<file path="src/rtl/dmem_axi_bridge.sv">
// dmem_axi_bridge: turns the core's level-held data-memory request into one AXI4-Lite transaction at a time.
// Define DMEM_ERR_EN to add the access_fault output for RESP errors and timeouts.
module dmem_axi_bridge #(
   parameter int ADDR_WIDTH     = 32,
   parameter int TIMEOUT_CYCLES = 256
) (
   input  logic                  clock,
   input  logic                  reset_n,
   input  logic [ADDR_WIDTH-1:0] address,
   input  logic                  read_enable,
   input  logic                  write_enable,
   input  logic [31:0]           write_data,
   input  logic [3:0]            write_wstrb,
   output logic [31:0]           read_data,
   output logic                  read_valid,
   output logic                  write_ready,
`ifdef DMEM_ERR_EN
   output logic                  access_fault,
`endif
   output logic [ADDR_WIDTH-1:0] m_awaddr,
   output logic [2:0]            m_awprot,
   output logic                  m_awvalid,
   input  logic                  m_awready,
   output logic [31:0]           m_wdata,
   output logic [3:0]            m_wstrb,
   output logic                  m_wvalid,
   input  logic                  m_wready,
   input  logic [1:0]            m_bresp,
   input  logic                  m_bvalid,
   output logic                  m_bready,
   output logic [ADDR_WIDTH-1:0] m_araddr,
   output logic [2:0]            m_arprot,
   output logic                  m_arvalid,
   input  logic                  m_arready,
   input  logic [31:0]           m_rdata,
   input  logic [1:0]            m_rresp,
   input  logic                  m_rvalid,
   output logic                  m_rready
);

   typedef enum logic [2:0] {S_IDLE, S_RD_ADDR, S_RD_DATA, S_WR_REQ, S_WR_RESP, S_DONE} state_t;

   localparam int               CNT_W    = (TIMEOUT_CYCLES < 2) ? 1 : $clog2(TIMEOUT_CYCLES);
   localparam bit               TO_EN    = (TIMEOUT_CYCLES != 0);
   localparam logic [CNT_W-1:0] CNT_LAST = TO_EN ? CNT_W'(TIMEOUT_CYCLES - 1) : '0;

   state_t                r_state, w_state_nxt;
   logic [ADDR_WIDTH-1:0] r_addr;
   logic [31:0]           r_wdata, r_rdata, w_rdata_nxt;
   logic [3:0]            r_wstrb;
   logic                  r_is_wr;
   logic                  r_arvalid, r_rready, r_awvalid, r_wvalid, r_bready;
   logic                  w_arvalid_nxt, w_rready_nxt, w_awvalid_nxt, w_wvalid_nxt, w_bready_nxt;
   logic                  r_rd_pulse, r_wr_pulse;
   logic [CNT_W-1:0]      r_cnt;
   logic                  w_timeout, w_err, w_enter_done;
   logic                  w_aw_done, w_w_done;
   logic                  w_rresp_err, w_bresp_err;

`ifdef DMEM_ERR_EN
   assign w_rresp_err = |m_rresp;
   assign w_bresp_err = |m_bresp;
`else
   assign w_rresp_err = 1'b0;
   assign w_bresp_err = 1'b0;
`endif

   // The counter is cleared on every state change, so each wait state gets its own budget.
   assign w_timeout = TO_EN && (r_cnt == CNT_LAST);
   assign w_aw_done = ~r_awvalid | m_awready;
   assign w_w_done  = ~r_wvalid | m_wready;

   always_comb begin
      w_state_nxt   = r_state;
      w_arvalid_nxt = r_arvalid;
      w_rready_nxt  = r_rready;
      w_awvalid_nxt = r_awvalid;
      w_wvalid_nxt  = r_wvalid;
      w_bready_nxt  = r_bready;
      w_rdata_nxt   = r_rdata;
      w_err         = 1'b0;
      case (r_state)
         S_IDLE: begin
            if (write_enable) begin
               w_state_nxt   = S_WR_REQ;
               w_awvalid_nxt = 1'b1;
               w_wvalid_nxt  = 1'b1;
            end else if (read_enable) begin
               w_state_nxt   = S_RD_ADDR;
               w_arvalid_nxt = 1'b1;
            end
         end
         S_RD_ADDR: begin
            if (m_arready) begin
               w_state_nxt   = S_RD_DATA;
               w_arvalid_nxt = 1'b0;
               w_rready_nxt  = 1'b1;
            end else if (w_timeout) begin
               w_state_nxt   = S_DONE;
               w_arvalid_nxt = 1'b0;
               w_rdata_nxt   = '0;
               w_err         = 1'b1;
            end
         end
         S_RD_DATA: begin
            if (m_rvalid) begin
               w_state_nxt  = S_DONE;
               w_rready_nxt = 1'b0;
               w_rdata_nxt  = w_rresp_err ? 32'h0 : m_rdata;
               w_err        = w_rresp_err;
            end else if (w_timeout) begin
               w_state_nxt  = S_DONE;
               w_rready_nxt = 1'b0;
               w_rdata_nxt  = '0;
               w_err        = 1'b1;
            end
         end
         S_WR_REQ: begin
            if (m_awready) w_awvalid_nxt = 1'b0;
            if (m_wready)  w_wvalid_nxt  = 1'b0;
            if (w_aw_done && w_w_done) begin
               w_state_nxt  = S_WR_RESP;
               w_bready_nxt = 1'b1;
            end else if (w_timeout) begin
               w_state_nxt   = S_DONE;
               w_awvalid_nxt = 1'b0;
               w_wvalid_nxt  = 1'b0;
               w_err         = 1'b1;
            end
         end
         S_WR_RESP: begin
            if (m_bvalid) begin
               w_state_nxt  = S_DONE;
               w_bready_nxt = 1'b0;
               w_err        = w_bresp_err;
            end else if (w_timeout) begin
               w_state_nxt  = S_DONE;
               w_bready_nxt = 1'b0;
               w_err        = 1'b1;
            end
         end
         S_DONE:  w_state_nxt = S_IDLE;
         default: w_state_nxt = S_IDLE;
      endcase
   end

   assign w_enter_done = (w_state_nxt == S_DONE) && (r_state != S_DONE);

   always_ff @(posedge clock or negedge reset_n) begin
      if (!reset_n) begin
         r_state    <= S_IDLE;
         r_addr     <= '0;
         r_wdata    <= '0;
         r_wstrb    <= '0;
         r_is_wr    <= 1'b0;
         r_arvalid  <= 1'b0;
         r_rready   <= 1'b0;
         r_awvalid  <= 1'b0;
         r_wvalid   <= 1'b0;
         r_bready   <= 1'b0;
         r_rdata    <= '0;
         r_rd_pulse <= 1'b0;
         r_wr_pulse <= 1'b0;
         r_cnt      <= '0;
      end else begin
         r_state    <= w_state_nxt;
         r_arvalid  <= w_arvalid_nxt;
         r_rready   <= w_rready_nxt;
         r_awvalid  <= w_awvalid_nxt;
         r_wvalid   <= w_wvalid_nxt;
         r_bready   <= w_bready_nxt;
         r_rdata    <= w_rdata_nxt;
         r_rd_pulse <= w_enter_done & ~r_is_wr;
         r_wr_pulse <= w_enter_done & r_is_wr;
         // Capture once at acceptance; the core's request may glitch afterwards.
         if (r_state == S_IDLE && w_state_nxt != S_IDLE) begin
            r_addr  <= {address[ADDR_WIDTH-1:2], 2'b00};
            r_wdata <= write_data;
            r_wstrb <= write_wstrb;
            r_is_wr <= write_enable;
         end
         if (w_state_nxt != r_state)
            r_cnt <= '0;
         else if (TO_EN && (r_state inside {S_RD_ADDR, S_RD_DATA, S_WR_REQ, S_WR_RESP}))
            r_cnt <= r_cnt + CNT_W'(1);
      end
   end

`ifdef DMEM_ERR_EN
   logic r_fault;
   always_ff @(posedge clock or negedge reset_n) begin
      if (!reset_n) r_fault <= 1'b0;
      else          r_fault <= w_enter_done & w_err;
   end
   assign access_fault = r_fault;
`else
   logic w_unused_err;
   assign w_unused_err = ^{m_rresp, m_bresp, w_err, w_rresp_err, w_bresp_err};
`endif

   assign read_data   = r_rdata;
   assign read_valid  = r_rd_pulse;
   assign write_ready = r_wr_pulse;
   assign m_awaddr    = r_addr;
   assign m_araddr    = r_addr;
   assign m_awprot    = 3'b000;
   assign m_arprot    = 3'b000;
   assign m_awvalid   = r_awvalid;
   assign m_wdata     = r_wdata;
   assign m_wstrb     = r_wstrb;
   assign m_wvalid    = r_wvalid;
   assign m_bready    = r_bready;
   assign m_arvalid   = r_arvalid;
   assign m_rready    = r_rready;

endmodule

</file>
<file path="config.mk">
export PLATFORM = sky130hd
export DESIGN_NAME = dmem_axi_bridge
export DESIGN_NICKNAME = d
export VERILOG_FILES = /design/src/rtl/dmem_axi_bridge.sv
export SDC_FILE = /design/constraint.sdc
export NUM_CORES = 1
export LEC_CHECK = 0
export ABC_CLOCK_PERIOD_IN_PS = 3700
export CAP_MARGIN = 20
export CORE_ASPECT_RATIO = 0.5
export CORE_MARGIN = 1
export CORE_UTILIZATION = 43
export DETAILED_ROUTE_END_ITERATION = 10
export GPL_ROUTABILITY_DRIVEN = 0
export PLACE_DENSITY = 0.86
export SLEW_MARGIN = 20
export SYNTH_ARGS = -nofsm -noshare
export SYNTH_HDL_FRONTEND = slang
export SYNTH_SLANG_ARGS = --single-unit
</file>
<file path="constraint.sdc">
create_clock -name clock -period 3.7 [get_ports clock]
set_clock_uncertainty 0.05 [all_clocks]
set_input_delay 0.74 -clock clock [delete_from_list [all_inputs] [get_ports clock]]
set_output_delay 0.74 -clock clock [all_outputs]
set_load 0.01 [all_outputs]
</file>
# Word-level counts from Yosys, hierarchy flattened
# Index checks and enable logic that the tools add are counted.
[classes]
add_sub_neg = 1
n_eq_ne = 17
mux = 34
bitwise_logic = 7
n_reduce_logical = 16
[op_table]
columns = ["op", "n"]
rows = [
  ["two-way mux 32 bit", 3],
  ["case mux 32 bit (2 select lines)", 1],
  ["two-way mux 3 bit", 7],
  ["two-way mux 8 bit", 2],
  ["two-way mux 1 bit", 15],
  ["case mux 3 bit (5 select lines)", 1],
  ["!= test 2 bit (second input constant)", 6],
  ["!= test 3 bit (second input constant)", 4],
  ["case mux 1 bit (2 select lines)", 5],
  ["nonzero test 2 bit", 5],
  ["adder 8 x 1 -> 8 bit (second input constant)", 1],
  ["== test 8 bit (second input constant)", 1],
  ["== test 3 x 2 -> 1 bit (second input constant)", 2],
  ["== test 3 bit (second input constant)", 2],
  ["AND reduction 3 bit", 2],
  ["AND reduction 2 bit", 2],
  ["AND reduction 4 bit", 1],
  ["nonzero test 4 bit", 1],
  ["== test 3 x 1 -> 1 bit (second input constant)", 1],
  ["logical AND 1 bit", 3],
  ["zero test 3 bit", 1],
  ["!= test 3 bit", 1],
  ["NOT 1 bit", 3],
  ["nonzero test 3 bit", 1],
  ["2 further kinds", 4],
]
[totals]
reg_bits = 117
in_bits = 113
out_inout_bits = 145
word_cells = 89

# Longest topological paths before layout
# Gate-level depths: netlist of the first run.
[logic_depth]
ltp_word = 8
depth_mapped = 8
mapped_depth_nobuf = 6

# Worst setup path after synthesis of the first run
# Ideal clock, no wire load.
[synth_path]
path_type = "input port to flip-flop"
from = "input port m_rvalid"
to = "register r_rd_pulse (netlist: read_valid)"
setup_time_ns = 0.141
t_arrival_ns = 1.808
t_required_ns = 3.509
path_slack_ns = 1.701
cell_stages = 6
path_cell_list = "and4bb_1 buf_6 o21bai_4 a211oi_4 nor2b_4 a211oi_1"
[synth_between]
elab_chain_len = 5
[synth_lines]
columns = ["element", "line_no", "source"]
rows = [
  ["from (decl)", "37", "input logic m_rvalid,"],
  ["two-way mux 3 bit", "106", "if (m_rvalid) begin"],
  ["case mux 3 bit (5 select lines)", "82", "case (r_state)"],
  ["== test 3 bit", "147", "assign w_enter_done = (w_state_nxt == S_DONE) && (r_state != S_DONE);"],
  ["logical AND 1 bit", "147", ""],
  ["bitwise AND 1 bit", "173", "r_rd_pulse <= w_enter_done & ~r_is_wr;"],
  ["to (signal assigned)", "173", ""],
  ["to (decl)", "54", "logic r_rd_pulse, r_wr_pulse;"],
]
# Every way passes these cells.
# A chain may end at the register's enable or synchronous reset.

# Worst setup path in the final report of the first run
[layout_path]
from = "input port m_wready"
to = "register r_cnt[5]"
[layout_between]
elab_chain_len = 6
word_cells_on_any_way = 7
cone_classes = "eq/ne: 1; mux: 3; bitwise: 1; reduce/logical: 2"
[layout_lines]
columns = ["element", "line_no", "source"]
rows = [
  ["from (decl)", "27", "input logic m_wready,"],
  ["bitwise OR 1 bit (*)", "71", "assign w_w_done = ~r_wvalid | m_wready;"],
  ["logical AND 1 bit (*)", "121", "if (w_aw_done && w_w_done) begin"],
  ["two-way mux 3 bit (*)", "121", ""],
  ["case mux 3 bit (5 select lines) (*)", "82", ""],
  ["!= test 3 bit (*)", "182", "if (w_state_nxt != r_state)"],
  ["two-way mux 8 bit / nonzero test 2 bit (equally long branches)", "--", ""],
  ["to (signal assigned)", "185", "r_cnt <= r_cnt + CNT_W'(1);"],
  ["to (decl)", "55", "logic [CNT_W-1:0] r_cnt;"],
]
# Mark *: on every way between the ends. The rest lies on a longest branch, timed or not.

==> impl_metrics.py, run 1 <==
metrics = {
    "sta": {
        "setup_viol": 0,
        "relSlewSlack_pct": 51.0,
        "maxSlewViolCount": 0,
        "worst_pin_slew_ns": 0.735,
        "min_period_ns": 2.30,
        "max_freq_mhz": 435,
        "rsz0062_at_grt": "false",
        "setup_tns_ns": 0,
        "finalCritPeriodShare_pct": 62.1,
        "fin_ws_ns": 1.40,
        "final_hold_viol_count": 0,
    },
    "setup_path": {
        "path_cells": "clkdlybuf4s50_1 -> nor2b_1 -> o311a_1 -> nand2b_1 -> o211ai_1 -> a21oi_1",
        "end_kind": "flip-flop",
        "startpoint_type": "input port",
        "critical_path_class": "in2reg",
        "critPathSlowestCell": "o311a_1",
        "required_ns": 3.97,
        "arrival_ns": 2.57,
        "critPathMaxFanout": 10,
        "slowest_delay_ns": 0.49,
    },
    "synthesis": {
        "synth_cell_types": 48,
        "yosys-top-cells-area": "dfrtp_1, mux2_1, mux2_2",
        "synth_top_area_cell": "dfrtp_1",
        "synth-edff-count": 0,
        "yosysWarningCount": 0,
        "synth_cells": 375,
        "async_flop_share_pct": 100,
        "synth_flop_cell": "dfrtp_1",
        "synth_top_cell_area_share_pct": 57.6,
        "syn-cell-area_um2": 5080,
        "ys_seq_elements": 117,
        "ys_seq_area_share_pct": 57.6,
        "synth_area_per_cell_um2": 13.6,
    },
    "route": {
        "firstDrtPassIters": 5,
        "ant_nets": 0,
        "wirelength_um": 12800,
        "viasPerCell": 4.94,
        "drtIter0Drc": 142,
        "wl_per_cell_um": 16.8,
        "drc": 0,
        "vias": 3766,
    },
    "hold_path": {
        "hold_class": "in2async",
    },
    "floorplan": {
        "coreArea_um2": 11200,
        "die_x_um": 156,
        "die_area_um2": 12300,
        "rows": 27,
        "num_io_pins": 258,
        "start_util_pct": 45.2,
        "die_y_um": 78.9,
    },
    "clocking": {
        "clock_latency_ns": 0.40,
        "cts_tree": "built",
        "post_cts_buffers": 0,
        "cts_buffers": 17,
        "htree_levels": 4,
        "holdBufCountCts": 0,
        "clkSinkCount": 117,
        "ctsResizeCount": 0,
        "clk_pin_slew_ns": 0.06,
        "root_buffer": "clkbuf_16",
        "cts_buffer_depth": 2,
    },
    "global_routing": {
        "grt_max_degree": 68,
        "antenna_found_initial": 0,
        "met1_usage_pct": 24.7,
        "grt_pass1_vias": 3894,
        "overflow": 0,
        "met3_usage_pct": 4.97,
        "grt_use_met2_pct": 38.5,
        "grt_use_total_pct": 21.4,
        "grt_pass1_wl_um": 20000,
        "busiest_layer": "met2",
    },
    "run_status": {
        "outcome": "finished, final reports clean",
    },
    "power": {
        "power_mw": 7.29,
        "irDropWorstVdd_uv": 428,
        "power_density_nw_per_um2": 917,
        "cellLeakagePower_nw": 3.42,
    },
    "final_layout": {
        "syn_to_final_growth_pct": 56.5,
        "antenna_cells": 0,
        "nets": 704,
        "layout-drive-gt1-share_pct": 13.3,
        "nFillCells": 775,
        "postLayoutCellArea_um2": 7960,
    },
    "job": {
        "drv_cap": 0,
    },
    "place": {
        "dpl.hpwl_um": 9000,
        "place_ws_ns": 1.05,
        "place_area_um2": 7370,
        "port_buffers": 241,
    },
}
==> per-stage QoR <==
stage / hold slack [ns] / cells / utilization (%)
final: 0.344 / 762 / 70.7
after floorplan: 0.354 / 384 / -
after detailed placement: 0.387 / 730 / 65.5
after global routing: 0.391 / 762 / 70.7
after global placement: 0.365 / 730 / 65.5
after CTS: 0.358 / 762 / 70.7
==> worst paths after layout <==
path	endpoint	cells after the start	startpoint	slack, ns
max in group asynchronous	m_araddr[14]$_DFFE_PN0P_	2	reset_n	2.47
min in group clock	read_valid$_DFF_PN0_	1	r_is_wr$_DFFE_PN0P_	0.38
worst min-delay path	read_data[13]$_DFFE_PN0P_	1	reset_n	0.34
worst min register to register	read_valid$_DFF_PN0_	1	r_is_wr$_DFFE_PN0P_	0.38
worst max-delay path	r_cnt[5]$_DFFE_PN0P_	6	m_wready	1.40
worst max register to register	write_ready$_DFF_PN0_	5	r_state[0]$_DFF_PN0_	1.42
==> synth_stat cells, types with 5 or more instances <==
master	n
dfrtp_1	117
nor2_1	7
xor2_1	7
a22o_1	32
buf_4	42
a21oi_1	13
buf_2	9
mux2_2	31
o211ai_1	8
mux2_1	36
clkbuf_1	5
inv_1	6
nand2_1	5
==> cells by family after synthesis <==
logic type | Yosys count | synth area share [%]
muxes | 68 | 15.0
and+or+nand+nor | 41 | 5.19
buffers and inverters | 66 | 8.78
xor gates and xnor gates | 7 | 1.21
adders and majority gates | 1 | 0.246
other | 1 | 0.0737
DFF | 117 | 57.6
AOI/OAI and AO/OA | 74 | 11.9
==> flip-flops by register name, indices dropped and copies added, names as in the netlist <==
| signal | count |
|---|---|
| m_araddr | 30 |
| m_arvalid | 1 |
| m_awvalid | 1 |
| m_bready | 1 |
| m_rready | 1 |
| m_wdata | 32 |
| m_wstrb | 4 |
| m_wvalid | 1 |
| r_cnt | 8 |
| r_is_wr | 1 |
| r_state | 3 |
| read_data | 32 |
| read_valid | 1 |
| write_ready | 1 |
==> power breakdown <==
| group | switching (mW) | internal (mW) |
|---|---|---|
| Clock | 0.585 | 1.05 |
| Sequential | 0.428 | 1.90 |
| Combinational | 1.32 | 2.01 |
==> layout make-up <==
class,count,area [µm²],area share [%]
Tap cell,159,199,2.50
Clock inverter,14,160,2.01
Sequential cell,117,2930,36.8
Clock buffer,18,429,5.39
Timing Repair Buffer,247,2470,31.0
Inverter,6,22.5,0.283
Multi-Input combinational cell,201,1750,22.0
==> critical path, delay by kind of cell <==
kind / cells / cell delay, ns
buffers and inverters: 1 / 0.43
AO/OA/AOI/OAI: 3 / 0.78
AND/OR/NAND/NOR: 2 / 0.60
==> routing by layer <==
metal	wire length (µm)	vias up
met2	6860	139
met1	5050	1878
met3	674	17
met4	194	0
met5	0	-
li1	-	1732
==> placed cells by master, fill, tap and decap left out, types with 2 or more instances in the layout <==
cell	n
bufinv_16	3
clkdlybuf4s50_1	240
nand2b_1	3
o211ai_1	8
xor2_1	7
o22a_1	2
mux2_1	36
nor3_4	2
clkinvlp_4	3
conb_1	10
o21a_1	2
inv_1	6
o21ai_0	2
mux2_2	31
nor2b_1	2
clkinv_2	6
buf_4	6
a21oi_1	13
nor2_1	7
nand3_1	4
clkbuf_16	17
nand2_1	5
a22o_1	32
nor4_1	3
o21bai_1	4
a211oi_1	2
dfrtp_1	117
nor3_1	4
No activity file was read; power rests on OpenSTA's default activity.
==> inputs of run 2 (changes only) <==
--- a/config.mk
+++ b/config.mk
@@ -5,14 +5,14 @@
 export SDC_FILE = /design/constraint.sdc
 export NUM_CORES = 1
 export LEC_CHECK = 0
-export ABC_CLOCK_PERIOD_IN_PS = 3700
+export ABC_CLOCK_PERIOD_IN_PS = 1900
 export CAP_MARGIN = 20
 export CORE_ASPECT_RATIO = 0.5
 export CORE_MARGIN = 1
-export CORE_UTILIZATION = 43
+export CORE_UTILIZATION = 36
 export DETAILED_ROUTE_END_ITERATION = 10
 export GPL_ROUTABILITY_DRIVEN = 0
-export PLACE_DENSITY = 0.86
+export PLACE_DENSITY = 0.76
 export SLEW_MARGIN = 20
 export SYNTH_ARGS = -nofsm -noshare
 export SYNTH_HDL_FRONTEND = slang
==> constraint.sdc (replaced) <==
create_clock -name clock -period 1.9 [get_ports clock]
set_clock_uncertainty 0.05 [all_clocks]
set_input_delay 0.38 -clock clock [delete_from_list [all_inputs] [get_ports clock]]
set_output_delay 0.38 -clock clock [all_outputs]
set_load 0.01 [all_outputs]
==> run 2 against run 1 <==
Sequential power increased by 91%. Critical path depth is 1 lower. Via count increased by 2.8%. First-iteration DRC count up 52%. Utilization is 9.7 points lower. Combinational power rose by 110%. Die area is 19% higher. Wire length grew 2.1%. Sequential share of layout area decreased by 1.6 points. Critical endpoint is now m_araddr[24]$_DFFE_PN0P_. Largest cell class unchanged.
==> impl_metrics.py, run 2 (synthesized netlist as in run 1, its figures left out) <==
metrics = {
    "sta": {
        "rsz0062_at_grt": "true",
        "holdWs_ns": 0.389,
        "min_period_ns": 1.83,
        "maxSlewViolCount": 0,
        "finalCritPeriodShare_pct": 96.2,
        "max_freq_mhz": 547,
        "setup_viol": 0,
        "setup_tns_ns": 0,
        "final_hold_viol_count": 0,
        "fin_ws_ns": 0.0731,
    },
    "route": {
        "drc": 0,
        "wirelength_um": 13000,
        "ant_nets": 0,
        "wl_per_cell_um": 15.9,
        "firstDrtPassIters": 4,
        "viasPerCell": 4.71,
        "drtIter0Drc": 216,
        "vias": 3870,
    },
    "clocking": {
        "clk_pin_slew_ns": 0.06,
        "cts_buffers": 17,
        "cts_buffer_depth": 2,
        "cts_tree": "built",
        "clock_latency_ns": 0.40,
        "clkSinkCount": 117,
        "htree_levels": 4,
        "root_buffer": "clkbuf_16",
    },
    "final_layout": {
        "multi_input_area_um2": 1770,
        "layout-drive-gt1-share_pct": 17.9,
        "postLayoutCellArea_um2": 8340,
        "nets": 731,
        "syn_to_final_growth_pct": 64.0,
        "antenna_cells": 0,
        "layout_commonest_cell": "clkdlybuf4s50_1",
        "seq_area_um2": 2930,
        "fin_util_pct": 61.0,
        "nFillCells": 1117,
        "layout_common_cells": "clkdlybuf4s50_1, dfrtp_1, mux2_1",
        "fin_cells": 822,
    },
    "setup_path": {
        "path_cells": "or2_1 -> nor3_4 -> buf_12 -> buf_12 -> mux2_1",
        "arrival_ns": 2.05,
        "crit_top_cell": "buf_12",
        "critPathTopFamily": "simple AND/OR/NAND/NOR gates",
        "slowest_delay_ns": 0.44,
        "r2r_slack_ns": 0.07,
        "critPathSlowestCell": "dfrtp_2",
        "path_buf_inv": 2,
        "startpoint_type": "flip-flop",
        "critical_path_class": "reg2reg",
        "end_kind": "flip-flop",
        "critPathMaxFanout": 24,
        "required_ns": 2.13,
    },
    "power": {
        "irDropWorstVdd_uv": 700,
        "power_mw": 14.7,
        "switching_share_pct": 31.7,
        "switching_power_mw": 4.67,
        "power_density_nw_per_um2": 1770,
        "comb_power_share_pct": 47.7,
        "clkPwrFrac_pct": 22.1,
        "seqPwrFrac_pct": 30.2,
        "cellLeakagePower_nw": 3.59,
        "intPower_mw": 10.1,
    },
    "floorplan": {
        "start_util_pct": 37.2,
        "die_area_um2": 14600,
        "die_y_um": 86.0,
        "coreArea_um2": 13700,
        "rows": 30,
        "die_x_um": 170,
        "num_io_pins": 258,
    },
    "global_routing": {
        "grt_pass1_wl_um": 20500,
        "antenna_found_initial": 0,
        "grt_use_total_pct": 17.9,
        "overflow": 0,
        "grt_pass1_vias": 4081,
        "grt_max_degree": 50,
    },
    "place": {
        "place_inst": 787,
        "dpl.hpwl_um": 9340,
        "place_ws_ns": -0.166,
        "port_buffers": 241,
        "place_area_um2": 7650,
    },
    "hold_path": {
        "hold_class": "in2async",
    },
    "run_status": {
        "outcome": "finished, final reports clean",
    },
    "job": {
        "drv_cap": 0,
    },
}
-- run 2: cell count changes in the layout (fill, tap and decap cells not counted), sizes merged --
| cell | change |
|---|---|
| buf | +25 |
| clkinv | +1 |
| clkinvlp | -1 |
| dlygate4sd3 | +1 |
| inv | +1 |
-- run 2: power groups by stage --
stage | sequential (mW) | clock, mW | combinational, mW
final | 4.45 | 3.25 | 7.02
after global routing | 4.62 | 3.47 | 7.47
after CTS | 4.47 | 3.33 | 6.94
after detailed placement | 4.48 | 0 | 6.91
after global placement | 4.42 | 0 | 6.77
after floorplan | 4.90 | 0 | 2.91
-- run 2: worst reg2reg max path, delay by kind of cell (launching register included) --
family        cells  cell delay (ns)
buf+inv           2             0.33
flops             1             0.44
mux               1             0.34
simple gates      2             0.55
-- run 2: final cells by class --
cell class                      count  area share [%]
Sequential cell                   117            35.2
Timing Repair Buffer              274            33.2
Clock inverter                     15            2.18
Inverter                            6           0.270
Tap cell                          192            2.88
Clock buffer                       17            5.10
Multi-Input combinational cell    201            21.2
-- run 2: final timing paths --
kind,start,end,cells after the start
worst max register to register,r_state[2]$_DFF_PN0_,m_araddr[24]$_DFFE_PN0P_,5
max in group asynchronous,reset_n,m_wdata[27]$_DFFE_PN0P_,3
worst min register to register,r_is_wr$_DFFE_PN0P_,read_valid$_DFF_PN0_,1
worst min-delay path,reset_n,m_wdata[29]$_DFFE_PN0P_,2
worst max-delay path,r_state[2]$_DFF_PN0_,m_araddr[24]$_DFFE_PN0P_,5
min in group clock,r_is_wr$_DFFE_PN0P_,read_valid$_DFF_PN0_,1
-- run 2: what timing repair did --
action	CTS	global route
hold endpoints to repair	22	0
setup endpoints to repair	0	64
hold buffers	1	0
resized for setup	0	8
setup buffers	0	1
-- run 2: routing by layer --
layer  vias to the layer above  wire length (µm)  GRT usage (%)
li1                       1789                 -              -
met1                      1967              5340           20.7
met2                       108              7140           34.2
met3                         6               501           3.09
met4                         0                68           5.08
met5                         -                 0              0
